===== src/rtl/reg_bank_if.sv =====
// reg_bank_if: write-port and dual read-port bundle for reg_bank.
// Signals:
//   we   write enable
//   wa   write address
//   wd   write data
//   wbe  byte enables, bit i covers wd[8i+7:8i]
//   ra1  read address, port 1      rd1  read data, port 1
//   nrd1 bitwise complement of rd1
//   ra2  read address, port 2      rd2  read data, port 2
// Modports: master drives addresses/write data, slave (the bank) drives read data.
interface reg_bank_if #(
    parameter int WIDTH = 32,
    parameter int DEPTH = 32
);
    localparam int AW = $clog2(DEPTH);
    logic             we;
    logic [AW-1:0]    wa;
    logic [WIDTH-1:0] wd;
    logic [WIDTH/8-1:0] wbe;
    logic [AW-1:0]    ra1;
    logic [WIDTH-1:0] rd1;
    logic [WIDTH-1:0] nrd1;
    logic [AW-1:0]    ra2;
    logic [WIDTH-1:0] rd2;
    modport master (output we, wa, wd, wbe, ra1, ra2, input rd1, nrd1, rd2);
    modport slave  (input we, wa, wd, wbe, ra1, ra2, output rd1, nrd1, rd2);
endinterface


===== src/rtl/reg_bank.sv =====
// reg_bank: DEPTH x WIDTH register file, one byte-masked write port, two combinational read ports.
// Ports:
//   clk_i  rising-edge clock for all storage updates
//   rst_i  asynchronous active-high reset, clears every entry
//   bus    reg_bank_if.slave: we/wa/wd/wbe write port, ra1/rd1/nrd1 and ra2/rd2 read ports
// Parameters: WIDTH (multiple of 8), DEPTH (2..256), ZERO_R0 (entry 0 hardwired to zero),
//   BYPASS (same-cycle write forwarded to matching reads).
module reg_bank #(
    parameter int WIDTH   = 32,
    parameter int DEPTH   = 32,
    parameter bit ZERO_R0 = 1'b1,
    parameter bit BYPASS  = 1'b0
) (
    input logic       clk_i,
    input logic       rst_i,
    reg_bank_if.slave bus
);
    localparam int AW = $clog2(DEPTH);
    localparam int NB = WIDTH / 8;
    // One extra bit so the range test is not trivially true when DEPTH is a power of two.
    localparam logic [AW:0] DEPTH_W = (AW + 1)'(DEPTH);

    logic [WIDTH-1:0] mem_q [DEPTH];
    logic [WIDTH-1:0] word_d;
    logic             wr_hit;
    logic             wr_en;

    // Address names a real, writable/readable entry (not out of range, not a hardwired zero).
    function automatic logic addr_ok(input logic [AW-1:0] a);
        return ({1'b0, a} < DEPTH_W) && !(ZERO_R0 && a == '0);
    endfunction

    // Merged word: the value entry wa holds after the edge; shared by the write and the bypass.
    always_comb begin
        word_d = mem_q[bus.wa];
        for (int b = 0; b < NB; b++)
            if (bus.wbe[b]) word_d[8*b +: 8] = bus.wd[8*b +: 8];
    end

    assign wr_hit = bus.we && !rst_i && addr_ok(bus.wa);
    assign wr_en  = wr_hit && |bus.wbe;

    function automatic logic [WIDTH-1:0] rd(input logic [AW-1:0] a);
        return !addr_ok(a) ? '0 : (BYPASS && wr_hit && a == bus.wa) ? word_d : mem_q[a];
    endfunction

    always_comb begin
        bus.rd1  = rd(bus.ra1);
        bus.nrd1 = ~rd(bus.ra1);
        bus.rd2  = rd(bus.ra2);
    end

    always_ff @(posedge clk_i or posedge rst_i)
        if (rst_i)
            for (int i = 0; i < DEPTH; i++) mem_q[i] <= '0;
        else if (wr_en)
            mem_q[bus.wa] <= word_d;
endmodule


===== src/flat_wrapper.sv =====
// flat-port wrapper written by rule: the top's interface ports become plain ports
module reg_bank_flat 
#(
    parameter int WIDTH   = 32,
    parameter int DEPTH   = 32,
    parameter bit ZERO_R0 = 1'b1,
    parameter bit BYPASS  = 1'b0
)
  (clk_i, rst_i, bus_we, bus_wa, bus_wd, bus_wbe, bus_ra1, bus_ra2, bus_rd1, bus_nrd1, bus_rd2);
  reg_bank_if #(.WIDTH(WIDTH), .DEPTH(DEPTH)) bus_i ();
  input logic clk_i;
  input logic rst_i;
  input wire logic [$bits(bus_i.we)-1:0] bus_we;
  input wire logic [$bits(bus_i.wa)-1:0] bus_wa;
  input wire logic [$bits(bus_i.wd)-1:0] bus_wd;
  input wire logic [$bits(bus_i.wbe)-1:0] bus_wbe;
  input wire logic [$bits(bus_i.ra1)-1:0] bus_ra1;
  input wire logic [$bits(bus_i.ra2)-1:0] bus_ra2;
  output wire logic [$bits(bus_i.rd1)-1:0] bus_rd1;
  output wire logic [$bits(bus_i.nrd1)-1:0] bus_nrd1;
  output wire logic [$bits(bus_i.rd2)-1:0] bus_rd2;
  assign bus_i.we = bus_we;
  assign bus_i.wa = bus_wa;
  assign bus_i.wd = bus_wd;
  assign bus_i.wbe = bus_wbe;
  assign bus_i.ra1 = bus_ra1;
  assign bus_i.ra2 = bus_ra2;
  assign bus_rd1 = bus_i.rd1;
  assign bus_nrd1 = bus_i.nrd1;
  assign bus_rd2 = bus_i.rd2;
  reg_bank #(.WIDTH(WIDTH), .DEPTH(DEPTH), .ZERO_R0(ZERO_R0), .BYPASS(BYPASS)) u_core (.clk_i(clk_i), .rst_i(rst_i), .bus(bus_i));
endmodule

===== config.mk =====
export PLATFORM = sky130hd
export DESIGN_NAME = reg_bank_flat
export DESIGN_NICKNAME = d
export VERILOG_FILES = /design/src/rtl/reg_bank_if.sv /design/src/rtl/reg_bank.sv /design/src/flat_wrapper.sv
export SDC_FILE = /design/constraint.sdc
export NUM_CORES = 2
export LEC_CHECK = 0
export CELL_PAD_IN_SITES_DETAIL_PLACEMENT = 0
export CELL_PAD_IN_SITES_GLOBAL_PLACEMENT = 1
export CORE_ASPECT_RATIO = 1.1
export CORE_MARGIN = 2
export CORE_UTILIZATION = 45
export CTS_BUF_LIST = sky130_fd_sc_hd__clkbuf_4
export CTS_CLUSTER_SIZE = 25
export DETAILED_ROUTE_END_ITERATION = 7
export HOLD_SLACK_MARGIN = 0.06
export PLACE_DENSITY_LB_ADDON = 0.25
export SYNTH_ARGS = -nofsm -noshare
export SYNTH_HDL_FRONTEND = slang
export SYNTH_SLANG_ARGS = --single-unit

===== constraint.sdc =====
create_clock -name clk_i -period 65.9 [get_ports clk_i]
set_input_delay 6.59 -clock clk_i [delete_from_list [all_inputs] [get_ports clk_i]]
set_output_delay 6.59 -clock clk_i [all_outputs]
set_load 0.03 [all_outputs]

After elaboration in Yosys (flattened, before gate mapping)
Cells that the tools add are included.
Word-level totals
  bits in registers: 1024
  input bits: 54
  logic and storage cells: 68
Operators by class
  bitwise operators: 4
  $lt $le $gt $ge: 4
  muxes and demuxes: 18
  reductions and logical operators: 10
Operator list (number)
  $bwmux 1024: 1
  $bmux 32 s5: 3
  $mux 32: 9
  $demux 32 s5: 1
  $mux 8: 4
  $not 32->32: 1
  $ge 6x6->1 const B: 3
  $not 5->6: 3
  $logic_not 5->1: 3
  $lt 6x1->1 const B: 1
  $logic_and 1x1->1: 4
  $reduce_or 4->1: 1
  $logic_not 1->1: 2

Longest topological paths before layout
  word-level depth: 6
  gate-level depth with buffers: 11

Worst setup path after synthesis
No wires, ideal clock.
  path type: input to output
  start point: input bus_ra1[0]
  end point: output bus_rd1[10]
  arrival: 9.233 ns
  path slack: 50.076 ns
  buffers on the path: 3
  stages: 8
  cells stage by stage: buf_2 clkbuf_1 buf_1 mux4_2 mux2i_1 nand2_1 a32oi_1 inv_1
On the way
  cells in the longest elaborated chain, start to end: 5
RTL lines
  start: declaration: RTL line flat_wrapper.sv:17  | input wire logic [$bits(bus_i.ra1)-1:0] bus_ra1;
  $not 5->6 (not written as such): RTL line reg_bank.sv:44  | return !addr_ok(a) ? '0 : (BYPASS && wr_hit && a == bus.wa) ? word_d : mem_q[a];
  $bmux 32 s5: RTL line reg_bank.sv:44
  $mux 32 (not written as such) (2 in series): RTL line reg_bank.sv:44
  $mux 32 *: RTL line reg_bank.sv:44
  end: declaration: RTL line flat_wrapper.sv:19  | output wire logic [$bits(bus_i.rd1)-1:0] bus_rd1;
Every way passes the cells marked *; elsewhere a longest branch is shown, timed or not. The select of a mux whose other input is x is not followed.

Worst setup path in the final report
  start point: input bus_ra2[0]
  end point: output bus_rd2[24]
On the way
  cells in the longest elaborated chain, start to end: 5
RTL lines
  start: declaration: RTL line flat_wrapper.sv:18  | input wire logic [$bits(bus_i.ra2)-1:0] bus_ra2;
  $not 5->6 (not written as such): RTL line reg_bank.sv:44
  $bmux 32 s5: RTL line reg_bank.sv:44
  $mux 32 (not written as such) (2 in series): RTL line reg_bank.sv:44
  $mux 32 *: RTL line reg_bank.sv:44
  end: declaration: RTL line flat_wrapper.sv:21  | output wire logic [$bits(bus_i.rd2)-1:0] bus_rd2;
Marked as above.

==> qor.csv <==
stage,metric,value,unit
clocking,Clock transition at path regs,0.06,ns
layout,fill cell count,12200,
global_routing,initial antenna violation count,12,
logic_synthesis,Mapped Area,62600,um2
clocking,clock buffer count from CTS,301,
critical_path,Worst Path Required,59.31,ns
logic_synthesis,Adder-Cell Fraction of Synth Area,0,
logic_synthesis,register area share after synthesis,0.409,
clocking,CTS tree,done,
critical_path,crit-path cells,"buf_8, buf_4, buf_4, nor4b_2, buf_4, a211o_1, a31oi_1, clkdlybuf4s50_1",
critical_path,slowest CP cell,buf_4,
logic_synthesis,Post-synth EDFFs,0,
logic_synthesis,Ys Warns,0,
outcome,status,"complete, no violations",
layout,area grow syn2layout,10.3,%
logic_synthesis,Synth cell types,55,
floorplanning,chip height,395,um
clocking,Post-CTS Setup Inserts,0,
min_path,HP Class,reg2reg,
drt,DRC viols,0,
power,pwr dens,24.4,nW/um2
floorplanning,I/O Pins,150,
min_path,Hold Crit Start,u_core.mem_q[1001],
layout,area of the multi-input gates,34700,um2
critical_path,CP max FO,49,
critical_path,Critical path origin,bus_ra2[0],
layout,Sequential Area,25600,um2
layout,NumNets Final,4713,
timing,endpoints failing setup,0,
power,overall power,1.69,mW
drt,Routed Antenna Nets,0,
timing,worst relative slew slack,0.112,
timing,period utilisation layout,0.269,
layout,Largest regs,u_core.mem_q x1024,
critical_path,CP Data Arrival Time,11.11,ns
layout,share of cells above drive strength 1,0.449,
layout,largest register by flop count,u_core.mem_q,
critical_path,reg2reg path depth,6,
logic_synthesis,synth top area cells,"dfrtp_1 41%, mux4_2 18%, mux2_2 18%",
clocking,# H-tree levels,5,
drt,final wirelength,245000,um
drt,via count,47000,
floorplanning,Rows,143,
drt,Initial DRC Count,5030,
logic_synthesis,Mean Syn Cell Area,13.6,um2
clocking,CTS max path bufs,4,
clocking,CTS resizes,0,
global_routing,vias in the first global route,46900,
placed_design,HPWL Detailed,135000,um
timing,fmax,56.5,MHz
power,Peak VDD IR,20.2,uV
drt,drt first pass iters,6,
logic_synthesis,xor/xnor share of the synthesized area,0,
placed_design,port bufs,149,
drt,vias per inst,7.06,
logic_synthesis,post-synth top area share,0.409,
critical_path,Crit. End Element,output pin,
power,Pleak,31.3,nW
logic_synthesis,"Top FF cell, synth",dfrtp_1,
timing,setup TNS,0,ns
logic_synthesis,post-synth net total,4652,
logic_synthesis,post-synthesis mux area share,0.449,
clocking,root buf cell,clkbuf_4,
logic_synthesis,Yosys top cell by area,dfrtp_1,
placed_design,gpl congestion,0.863,
logic_synthesis,Seq cells post-synth,1024,
critical_path,worst reg2reg path startpoint,u_core.mem_q[527],
logic_synthesis,"FFs w/ async S/R, synth",1.00,
floorplanning,die area,142000,um2
critical_path,r2r endpoint,u_core.mem_q[559],
critical_path,CP peak stage delay,0.99,ns
clocking,# clock sinks,1024,
logic_synthesis,largest family of logic cells by synthesized area,multiplexers,
clocking,worst skew pair latency,1.33,ns
drt,wire length per cell,36.8,um
flow_run,total of max-cap violations,0,
floorplanning,die span in x,360,um
timing,worst-case clock skew,0.0999,ns
timing,Slew Limit Fails,0,
timing,endpoints failing hold,0,
logic_synthesis,Post-Synth Simple-Gate Area,0.0284,
timing,min Tclk post-route,17.70,ns
min_path,WHS Endpoint,u_core.mem_q[1001],
global_routing,largest net degree at the start of global routing,175,
global_routing,first-pass GRT wire length,348000,um
critical_path,crit path kind,in2out,
logic_synthesis,Post-Syn Instances,4598,
clocking,hold buffers post-CTS,0,
global_routing,gr usage total,0.343,
critical_path,Critical Path Start Type,input port,
timing,Least-Margin Pin Slew,1.33,ns
floorplanning,Core Region,138000,um2
critical_path,reg2reg setup slack,63.27,ns
global_routing,total gr overflow,0,
logic_synthesis,complex-gate fraction of the synthesized area,0.0722,
min_path,hold depth,0,
layout,max reg flops,1024,
timing,RSZ-0062 raised after global routing,no,
critical_path,Most common cell on crit path,buf_4,
floorplanning,Initial Util,0.453,
-- metal layers --
layer / part of all wire / up-vias / global-route usage
met5: 0.00021 / - / 0
met3: 0.11 / 708 / 0.0959
met4: 0.058 / 6 / 0.188
met1: 0.39 / 25000 / 0.455
li1: - / 18400 / -
met2: 0.44 / 2917 / 0.510
-- cells in the final DEF, fill, tap and decap left out, types with 8 or more instances in the layout --
cell type        Yosys  final
o22ai_1            183    183
a211oi_1            20     20
nor2b_1             25     16
clkdlybuf4s50_1      0    137
o31ai_1             16     16
nor4_1              37     37
and3_1              26     24
inv_1               40     39
a22oi_1            193    193
o221ai_1            23     23
mux4_2             510    510
buf_4               22    156
nand3_1             58     51
a22o_1              19     19
clkbuf_4             0    430
nor2_1              26     22
mux2i_1            549    549
mux2_2             978    978
a32oi_1             46     46
diode_2              0      8
nand2_4              0      9
a31oi_1             34     34
a211o_1             60     60
clkinv_1             0     46
nand2_1             96     84
dfrtp_1           1024   1024
-- cell type report --
| cell class | count | share of cell area |
|---|---|---|
| Antenna cell | 8 | 0.000290 |
| Clock buffer | 430 | 0.0467 |
| Clock inverter | 58 | 0.00473 |
| Inverter | 40 | 0.00228 |
| Multi-Input combinational cell | 2987 | 0.503 |
| Sequential cell | 1024 | 0.371 |
| Tap cell | 1812 | 0.0328 |
| Timing Repair Buffer | 305 | 0.0391 |
-- cells in the mapped netlist, types with 34 or more instances --
| cell | instances |
|---|---|
| nand3_1 | 58 |
| a22oi_1 | 193 |
| a31oi_1 | 34 |
| mux2_2 | 978 |
| nand2_1 | 96 |
| mux2i_1 | 549 |
| buf_2 | 191 |
| a211o_1 | 60 |
| dfrtp_1 | 1024 |
| buf_1 | 65 |
| mux4_2 | 510 |
| a32oi_1 | 46 |
| nor4_1 | 37 |
| inv_1 | 40 |
| clkbuf_1 | 238 |
| o22ai_1 | 183 |
-- worst max-delay path by stage --
stage                     cells past startpoint              end
after detailed placement                      8      bus_rd2[31]
after global routing                          8      bus_rd2[31]
final                                         8      bus_rd2[24]
after CTS                                     8      bus_rd2[24]
after floorplan                               1  u_core.mem_q[0]
after global placement                        8      bus_rd2[24]
-- stage by stage --
stage,util,worst slack (ns),cells,area (um2),hold WS (ns)
6_report,0.500,48.20,6664,69100,0.420
5_1_grt,0.500,47.89,6659,69000,0.433
4_1_cts,0.500,48.17,6656,69000,0.420
3_5_place_dp,0.474,48.17,6168,65500,0.407
3_3_place_gp,0.474,48.16,6168,65500,0.399
2_1_floorplan,-,30.49,4598,62600,0.459
-- power by group --
group	switching, mW	leakage, nW	total (mW)	internal, mW
clock network	0.289	2.14	0.601	0.312
logic	0.171	15.2	0.332	0.162
registers	0.0618	13.9	0.753	0.691
total	0.521	31.3	1.69	1.17
-- critical path: cells and delay by family --
kind	cells	cell delay, ns
buf+inv	5	3.37
compound gates	2	0.84
simple gates	1	0.18
-- cell families (layout without fill, tap and decap cells) --
family                 Yosys count  in the layout
muxes                         2044           2044
and+or+nand+nor                330            330
DFF                           1024           1024
AOI/OAI and AO/OA              613            613
other                            0              8
buffers and inverters          587            833
Power figures use the tool's default switching activity.
